===== config.mk =====
export PLATFORM = sky130hd
export DESIGN_NAME = dc_ipu_muladd_seq
export DESIGN_NICKNAME = d
export VERILOG_FILES = /design/src/rtl/dc_ipu_muladd_seq.sv
export SDC_FILE = /design/constraint.sdc
export NUM_CORES = 1
export LEC_CHECK = 0
export BUFFER_PORTS_ARGS = -buffer_cell sky130_fd_sc_hd__buf_4
export CAP_MARGIN = 40
export CORE_UTILIZATION = 50
export DETAILED_ROUTE_END_ITERATION = 8
export GPL_TIMING_DRIVEN = 0
export HOLD_SLACK_MARGIN = 0.15
export PLACE_DENSITY = 0.79
export RECOVER_POWER = 50
export SLEW_MARGIN = 30
export SYNTH_ARGS = -nofsm -noshare
export SYNTH_HDL_FRONTEND = slang
export SYNTH_SLANG_ARGS = --single-unit

===== constraint.sdc =====
create_clock -name clk -period 7.9 [get_ports clk]
set_clock_uncertainty 0.2 [all_clocks]
set_input_delay 0.395 -clock clk [delete_from_list [all_inputs] [get_ports clk]]
set_output_delay 0.395 -clock clk [all_outputs]
set_load 0.005 [all_outputs]

===== src/rtl/dc_ipu_muladd_seq.sv =====
// Iterative shift-and-add multiply-add a = q*b + r, one quotient bit per cycle.
// Rebuilds a dividend from a quotient/remainder tuple and flags r >= b.
module dc_ipu_muladd_seq #(
    parameter int Q_WIDTH = 8,
    parameter int B_WIDTH = 8
) (
    input  logic                       clk,
    input  logic                       reset,
    input  logic                       clr,
    input  logic                       in_valid,
    output logic                       in_ready,
    input  logic [Q_WIDTH-1:0]         q,
    input  logic [B_WIDTH-1:0]         b,
    input  logic [B_WIDTH-1:0]         r,
    output logic                       out_valid,
    input  logic                       out_ready,
    output logic [Q_WIDTH+B_WIDTH-1:0] a,
    output logic                       rem_err
);

    localparam int AW    = Q_WIDTH + B_WIDTH;
    localparam int CNT_W = (Q_WIDTH > 1) ? $clog2(Q_WIDTH) : 1;

    typedef enum logic [1:0] {IDLE, BUSY, DONE} state_t;

    state_t             state_q;
    logic [CNT_W-1:0]   cnt_q;
    logic [Q_WIDTH-1:0] qsh_q;
    logic [AW-1:0]      bsh_q;
    logic [AW-1:0]      acc_q;
    logic [AW-1:0]      acc_d;
    logic [AW-1:0]      a_q;
    logic               rem_err_q;
    logic               out_valid_q;
    logic               accept;
    logic               last_step;

    function automatic logic [AW-1:0] mac_step(input logic [AW-1:0] acc,
                                               input logic [AW-1:0] addend,
                                               input logic          en);
        mac_step = en ? (acc + addend) : acc;
    endfunction

    assign in_ready  = !clr && ((state_q == IDLE) || ((state_q == DONE) && out_ready));
    assign accept    = in_valid && in_ready;
    assign last_step = (cnt_q == CNT_W'(Q_WIDTH - 1));
    // q is consumed LSB-first while b walks left, so bsh_q always equals b << cnt.
    assign acc_d     = mac_step(acc_q, bsh_q, qsh_q[0]);

    always_ff @(posedge clk) begin
        if (reset) begin
            state_q     <= IDLE;
            cnt_q       <= '0;
            qsh_q       <= '0;
            bsh_q       <= '0;
            acc_q       <= '0;
            a_q         <= '0;
            rem_err_q   <= 1'b0;
            out_valid_q <= 1'b0;
        end else if (clr) begin
            state_q     <= IDLE;
            out_valid_q <= 1'b0;
        end else if (accept) begin
            state_q     <= BUSY;
            cnt_q       <= '0;
            qsh_q       <= q;
            bsh_q       <= AW'(b);
            acc_q       <= AW'(r);
            rem_err_q   <= (r >= b);
            out_valid_q <= 1'b0;
        end else begin
            case (state_q)
                BUSY: begin
                    acc_q <= acc_d;
                    qsh_q <= qsh_q >> 1;
                    bsh_q <= bsh_q << 1;
                    cnt_q <= cnt_q + CNT_W'(1);
                    if (last_step) begin
                        a_q         <= acc_d;
                        state_q     <= DONE;
                        out_valid_q <= 1'b1;
                    end
                end
                DONE: begin
                    if (out_ready) begin
                        state_q     <= IDLE;
                        out_valid_q <= 1'b0;
                    end
                end
                default: ;
            endcase
        end
    end

    assign out_valid = out_valid_q;
    assign a         = a_q;
    assign rem_err   = rem_err_q;

endmodule

==> results of run 1 <==
logic make-up after synthesis:
family	after synthesis	share of synthesized area, %
and+or+nand+nor	124	16.14
adders and majority gates	26	9.624
muxes	9	2.713
AOI/OAI and AO/OA	143	27.42
DFF	62	35.89
buffers and inverters	38	4.920
xor gates and xnor gates	13	3.292
metrics by stage:
stage	instance area, µm²	hold WS (ps)
floorplan	3458	236.8
finish	4212	154.1
global placement	3900	243.8
CTS	4224	154.5
detailed placement	3900	249.3
global route	4212	166.4
Yosys cell counts (all sizes together) (2+ instances only):
library cell   n
o21ai         20
nor3           5
and3           3
dfxtp         62
nand3         20
a211oi        11
or3            2
a31oi          6
nand4          2
a21oi         52
o31ai          2
nand2         53
buf            8
xnor2          9
nor2          26
nor2b          3
inv            9
a211o          2
mux2           3
xor2           4
a22oi         21
a21o           8
ha            25
mux2i          6
and2           4
o21a           6
clkbuf        20
nor4b          4
a221oi         2
o211ai         2
layer usage:
metal  GRT usage [%]  vias to the layer above  routed length [µm]
met1           36.85                     1671                4336
met3           4.572                       24                 713
met5               0                        -                   0
met2           44.87                      157                4523
li1                -                     1642                   -
met4           12.33                        0                 215
worst max-delay path by stage:
stage,from,end,slack (ps),depth (start not counted)
final,bsh_q[0],acc_q[14],5040,8
after global placement,bsh_q[0],acc_q[14],5120,8
after floorplan,bsh_q[0],acc_q[14],5300,8
after global routing,bsh_q[0],acc_q[14],4980,8
after detailed placement,bsh_q[0],acc_q[14],5090,8
after CTS,bsh_q[0],acc_q[14],5080,8
power breakdown:
part | total [W] | internal, W | switching [W] | leakage [nW]
Combinational | 0.0000767 | 0.0000335 | 0.0000431 | 1.10
Sequential | 0.000325 | 0.000319 | 0.00000593 | 0.502
Clock | 0.000309 | 0.000177 | 0.000132 | 0.106
registers in the layout, indices dropped and copies added, names as in the netlist:
| register | count |
|---|---|
| a | 16 |
| bsh_q | 16 |
| rem_err | 1 |
| qsh_q | 8 |
| state_q | 2 |
| cnt_q | 3 |
| acc_q | 16 |
critical path: stages, from the launching register on:
cell,delay (ps)
dfxtp_1,340
ha_1,260
fa_1,430
a21o_1,210
a311o_2,440
a2111oi_4,370
o31ai_2,110
xor2_1,180
a32o_1,220
cell type report:
type	count	area, µm²	share of cell area [%]
Clock buffer	10	127.6	3.030
Timing Repair Buffer	57	451.7	10.72
Buffer	28	123.9	2.941
Clock inverter	6	86.33	2.050
Inverter	10	37.54	0.8913
Tap cell	77	96.34	2.288
Multi-Input combinational cell	315	2047	48.60
Sequential cell	62	1241	29.47
==> impl_metrics.csv, run 1 <==
group,metric,value,unit
status,status,"complete, no violations",
global_routing,grt_overflow_total,0,
yosys,synth.top_cells.by_area,"dfxtp_1 36%, ha_1 9.0%, a21oi_1 7.5%, nand2_1 5.8%, a22oi_1 4.6%",
pwr,power_density,168.8,nW/µm²
yosys,synth_edf_count,0,
layout,final_nets,538,
timing,tightest_slew,754.7,ps
die,dieArea,7253,µm²
die,initial_core_util,53.25,%
yosys,netlist_area,3458,µm²
routing,vias_per_cell,6.184,
setup_path,worstReg2RegEnd,"acc_q[14]",
placed_design,place.gp.congestion,0.9090,
yosys,synthDistinctLibCells,51,
global_routing,antenna_found_initial,0,
routing,wl_per_cell,17.32,µm
timing,layout_min_cycle_time,2859,ps
setup_path,cp.arrival,2900,ps
clock_tree,cts.clk_slew.worst_paths,70,ps
timing,setup_viol,0,
die,rows,29,
setup_path,r2r-start,"bsh_q[0]",
clock_tree,clockBufferDepth,2,
clock_tree,ctsResizeCount,0,
clock_tree,cts_buffers,9,
yosys,yosysTopAreaCellShare,35.89,%
placed_design,dp_hpwl,7110,µm
timing,fin_ws,5041,ps
routing,drt_wl_total,9787,µm
clock_tree,cts_tree,"done",
placed_design,placed_cells,538,
clock_tree,clk_latency,340,ps
setup_path,crit_fanout,3,
min_path,min_path_cells,3,
routing,drc,0,
layout,finish.utilization,64.84,%
clock_tree,cts_hold_buf,11,
global_routing,grt_pass1_wl,15610,µm
die,die_h,85.17,µm
timing,report.final.slew_viol_count,0,
yosys,ys.flop_type,"dfxtp_1",
pwr,power,0.0007110,W
yosys,synth_nets,470,
timing,max_slew_margin,49.50,%
yosys,synthCells,415,
routing,ant_nets,0,
routing,dr.first_iter.drc_count,322,
layout,mostFrequentLayoutCells,"62 x dfxtp_1, 53 x nand2_1, 52 x a21oi_1",
clock_tree,cts-root-buf,"clkbuf_8",
timing,hold_violations,0,
min_path,hold_start,"b[7]",
pwr,p_leak,1.713,nW
clock_tree,htreeDepth,3,
placed_design,dp_worst_setup_slack,5093,ps
clock_tree,postCtsSetupRepairBufs,0,
yosys,ys_ff_latch,62,
setup_path,path_class,"flip-flop to flip-flop",
die,die-width,85.17,µm
setup_path,reg2reg_slack,5040,ps
layout,drive_gt1_share,15.37,%
layout,fillers,553,
layout,area_growth,21.78,%
routing,num_vias,3494,
setup_path,rr_worst_depth,8,
setup_path,required,7940,ps
yosys,synth-async-reset-ratio,0,%
layout,mostFrequentLayoutCell,"dfxtp_1",
yosys,yosysSeqAreaShare,35.89,%
global_routing,grt_pass1_vias,3217,
global_routing,grt_max_degree,12,
timing,rsz0062_at_grt,"no",
yosys,synth_top_area_cell,"dfxtp_1",
die,io_pins,48,
global_routing,gr-usage-all-layers,27.86,%
placed_design,io_buffer_count,46,
timing,fin_crit_sh,36.19,%
setup_path,cp-end-kind,"flip-flop",
pwr,irDropWorstVdd,0.00009159,V
timing,tns,0,ps
die,core,6495,µm²
setup_path,start_kind,"flip-flop",
layout,layout.cells.non_filler,565,
timing,max_freq,349.8,MHz
routing,drt_first_pass_iters,5,
yosys,post_synth.cell_area_avg,8.333,µm²
min_path,min_to,"bsh_q[7]",
min_path,hp-class,"primary input to flip-flop",
job,drv_cap,0,
clock_tree,cts.sinks,62,
layout,diodes,0,
yosys,ys_warn_count,0,
Note: power is estimated with default switching activity, not from simulation.
==> inputs of run 2 (changes only) <==
==> constraint.sdc (replaced) <==
create_clock -name clk -period 2.7 [get_ports clk]
set_clock_uncertainty 0.2 [all_clocks]
set_input_delay 0.135 -clock clk [delete_from_list [all_inputs] [get_ports clk]]
set_output_delay 0.135 -clock clk [all_outputs]
set_load 0.005 [all_outputs]
==> run 2 against run 1 <==
Routed wire length increased by 3.9%. Global-route usage grew 0.87 points. Via count is 2.6% higher. Cell count grew 3.0%. Worst setup slack lost 5000 ps. Count of clock-buffer cells in the layout did not move. Clock power increased to 2.9 times the previous value. Sequential cell count stayed put. Combinational power rose to 3.3 times the previous value. Largest power group unchanged.
==> impl_metrics.csv, run 2 (same netlist as run 1, synthesis figures left out) <==
group,metric,value,unit
die,dieArea,7253,µm²
status,status,"complete, no violations",
die,die_h,85.17,µm
die,initial_core_util,53.25,%
routing,num_vias,3585,
setup_path,cp_num_buf_inv,0,
placed_design,dpl-instance-area,3900,µm²
timing,setup_viol,0,
pwr,irDropWorstVdd,0.0002632,V
global_routing,grt_pass1_wl,16050,µm
clock_tree,cts_buffers,9,
global_routing,grt_overflow_total,0,
placed_design,io_buffer_count,46,
layout,drive_gt1_share,16.24,%
timing,fin_crit_sh,98.76,%
setup_path,crit_fanout,3,
timing,tightest_slew,748.5,ps
die,rows,29,
placed_design,place.gp.congestion,0.9090,
routing,ant_nets,0,
layout,fin_area,4410,µm²
clock_tree,cts-root-buf,"clkbuf_8",
routing,top_layer,"met4",
routing,dr.first_iter.drc_count,317,
routing,vias_per_cell,6.160,
routing,drc,0,
layout,finish.utilization,67.91,%
setup_path,required,2740,ps
timing,layout_min_cycle_time,2667,ps
die,io_pins,48,
setup_path,cp.arrival,2700,ps
timing,fin_ws,33.37,ps
timing,max_freq,375.0,MHz
placed_design,dp_hpwl,7110,µm
routing,wl_per_cell,17.48,µm
global_routing,antenna_found_initial,0,
clock_tree,cts.sinks,62,
clock_tree,cts_tree,"done",
pwr,power_density,477.0,nW/µm²
layout,mostFrequentLayoutCell,"dfxtp_1",
global_routing,grt_pass1_vias,3329,
layout,area_growth,27.53,%
routing,drt_first_pass_iters,5,
job,drv_cap,0,
die,die-width,85.17,µm
setup_path,start_kind,"flip-flop",
clock_tree,cts.clk_slew.worst_paths,70,ps
placed_design,dp_worst_setup_slack,-107.3,ps
setup_path,cp-end-kind,"flip-flop",
layout,final_nets,555,
setup_path,cp_cell_sequence,"ha_4 -> fa_2 -> a21o_1 -> a311o_2 -> a2111oi_4 -> o31ai_2 -> xor2_1 -> a32o_2",
routing,drt_wl_total,10170,µm
routing,wl_met1,4432,µm
clock_tree,clockBufferDepth,2,
routing,met3_length,725,µm
min_path,hp-class,"primary input to flip-flop",
clock_tree,clk_latency,340,ps
clock_tree,postCtsSetupRepairBufs,0,
layout,mostFrequentLayoutCells,"60 x dfxtp_1, 53 x nand2_1, 52 x a21oi_1",
setup_path,cp_slowest_stage_delay,370,ps
timing,rsz0062_at_grt,"yes",
timing,report.final.slew_viol_count,0,
setup_path,reg2reg_slack,30,ps
setup_path,cp_top_family,"compound AO/OA/AOI/OAI gates",
timing,hold_violations,0,
routing,wl_met2,4662,µm
setup_path,path_class,"flip-flop to flip-flop",
pwr,p_leak,1.795,nW
timing,max_slew_margin,49.91,%
layout,diodes,0,
timing,tns,0,ps
clock_tree,htreeDepth,3,
die,core,6495,µm²
setup_path,cp_slowest_cell,"a311o_2",
global_routing,grt_max_degree,12,
global_routing,gr-usage-all-layers,28.73,%
[run 2: timing repair]
action | 4_1_cts | 5_1_grt
endpoints found under the hold margin | 34 | 0
endpoints found under the setup margin | 4 | 10
pin swaps | 2 | 2
resized for setup | 2 | 5
hold buffers | 28 | 0
[run 2: path summary, 6_finish.rpt]
check / startpoint / endpoint / cells past startpoint
worst max-delay path: acc_q[0] / acc_q[14] / 8
worst min-delay path: in_valid / acc_q[2] / 5
worst max register to register: acc_q[0] / acc_q[14] / 8
worst min register to register: qsh_q[5] / qsh_q[5] / 2
[run 2: area by class of cell]
| type | instances | area, µm² |
|---|---|---|
| Clock inverter | 6 | 86.33 |
| Fill cell | 526 | 2085 |
| Buffer | 28 | 132.6 |
| Sequential cell | 62 | 1244 |
| Clock buffer | 10 | 127.6 |
| Timing Repair Buffer | 74 | 618.1 |
| Multi-Input combinational cell | 315 | 2068 |
| Tap cell | 77 | 96.34 |
| Inverter | 10 | 37.54 |
[run 2: stage by stage]
stage	std cells	hold WS (ps)	total power, W
5_1_grt	582	187.6	0.002177
3_5_place_dp	538	135.3	0.001180
2_1_floorplan	415	13.47	0.001096
4_1_cts	582	151.8	0.002100
3_3_place_gp	538	132.2	0.001175
6_report	582	179.2	0.002104
[run 2: power breakdown]
part | internal (W) | switching (W) | total [W]
Clock | 0.000518 | 0.000382 | 0.000901
Combinational | 0.000117 | 0.000134 | 0.000251
Sequential | 0.000934 | 0.0000182 | 0.000952
Total | 0.00157 | 0.000534 | 0.00210
[run 2: layer usage]
| metal | vias to the layer above | track usage, % |
|---|---|---|
| li1 | 1683 | - |
| met1 | 1701 | 38.07 |
| met2 | 166 | 45.60 |
| met3 | 35 | 3.988 |
| met4 | 0 | 15.10 |
| met5 | - | 0 |
[run 2: worst register-to-register path, stage by stage (launching register included)]
cell and delay [ps]:
dfxtp_2 350, ha_4 180, fa_2 360, a21o_1 200, a311o_2 370, a2111oi_4 370
o31ai_2 100, xor2_1 200, a32o_2 240
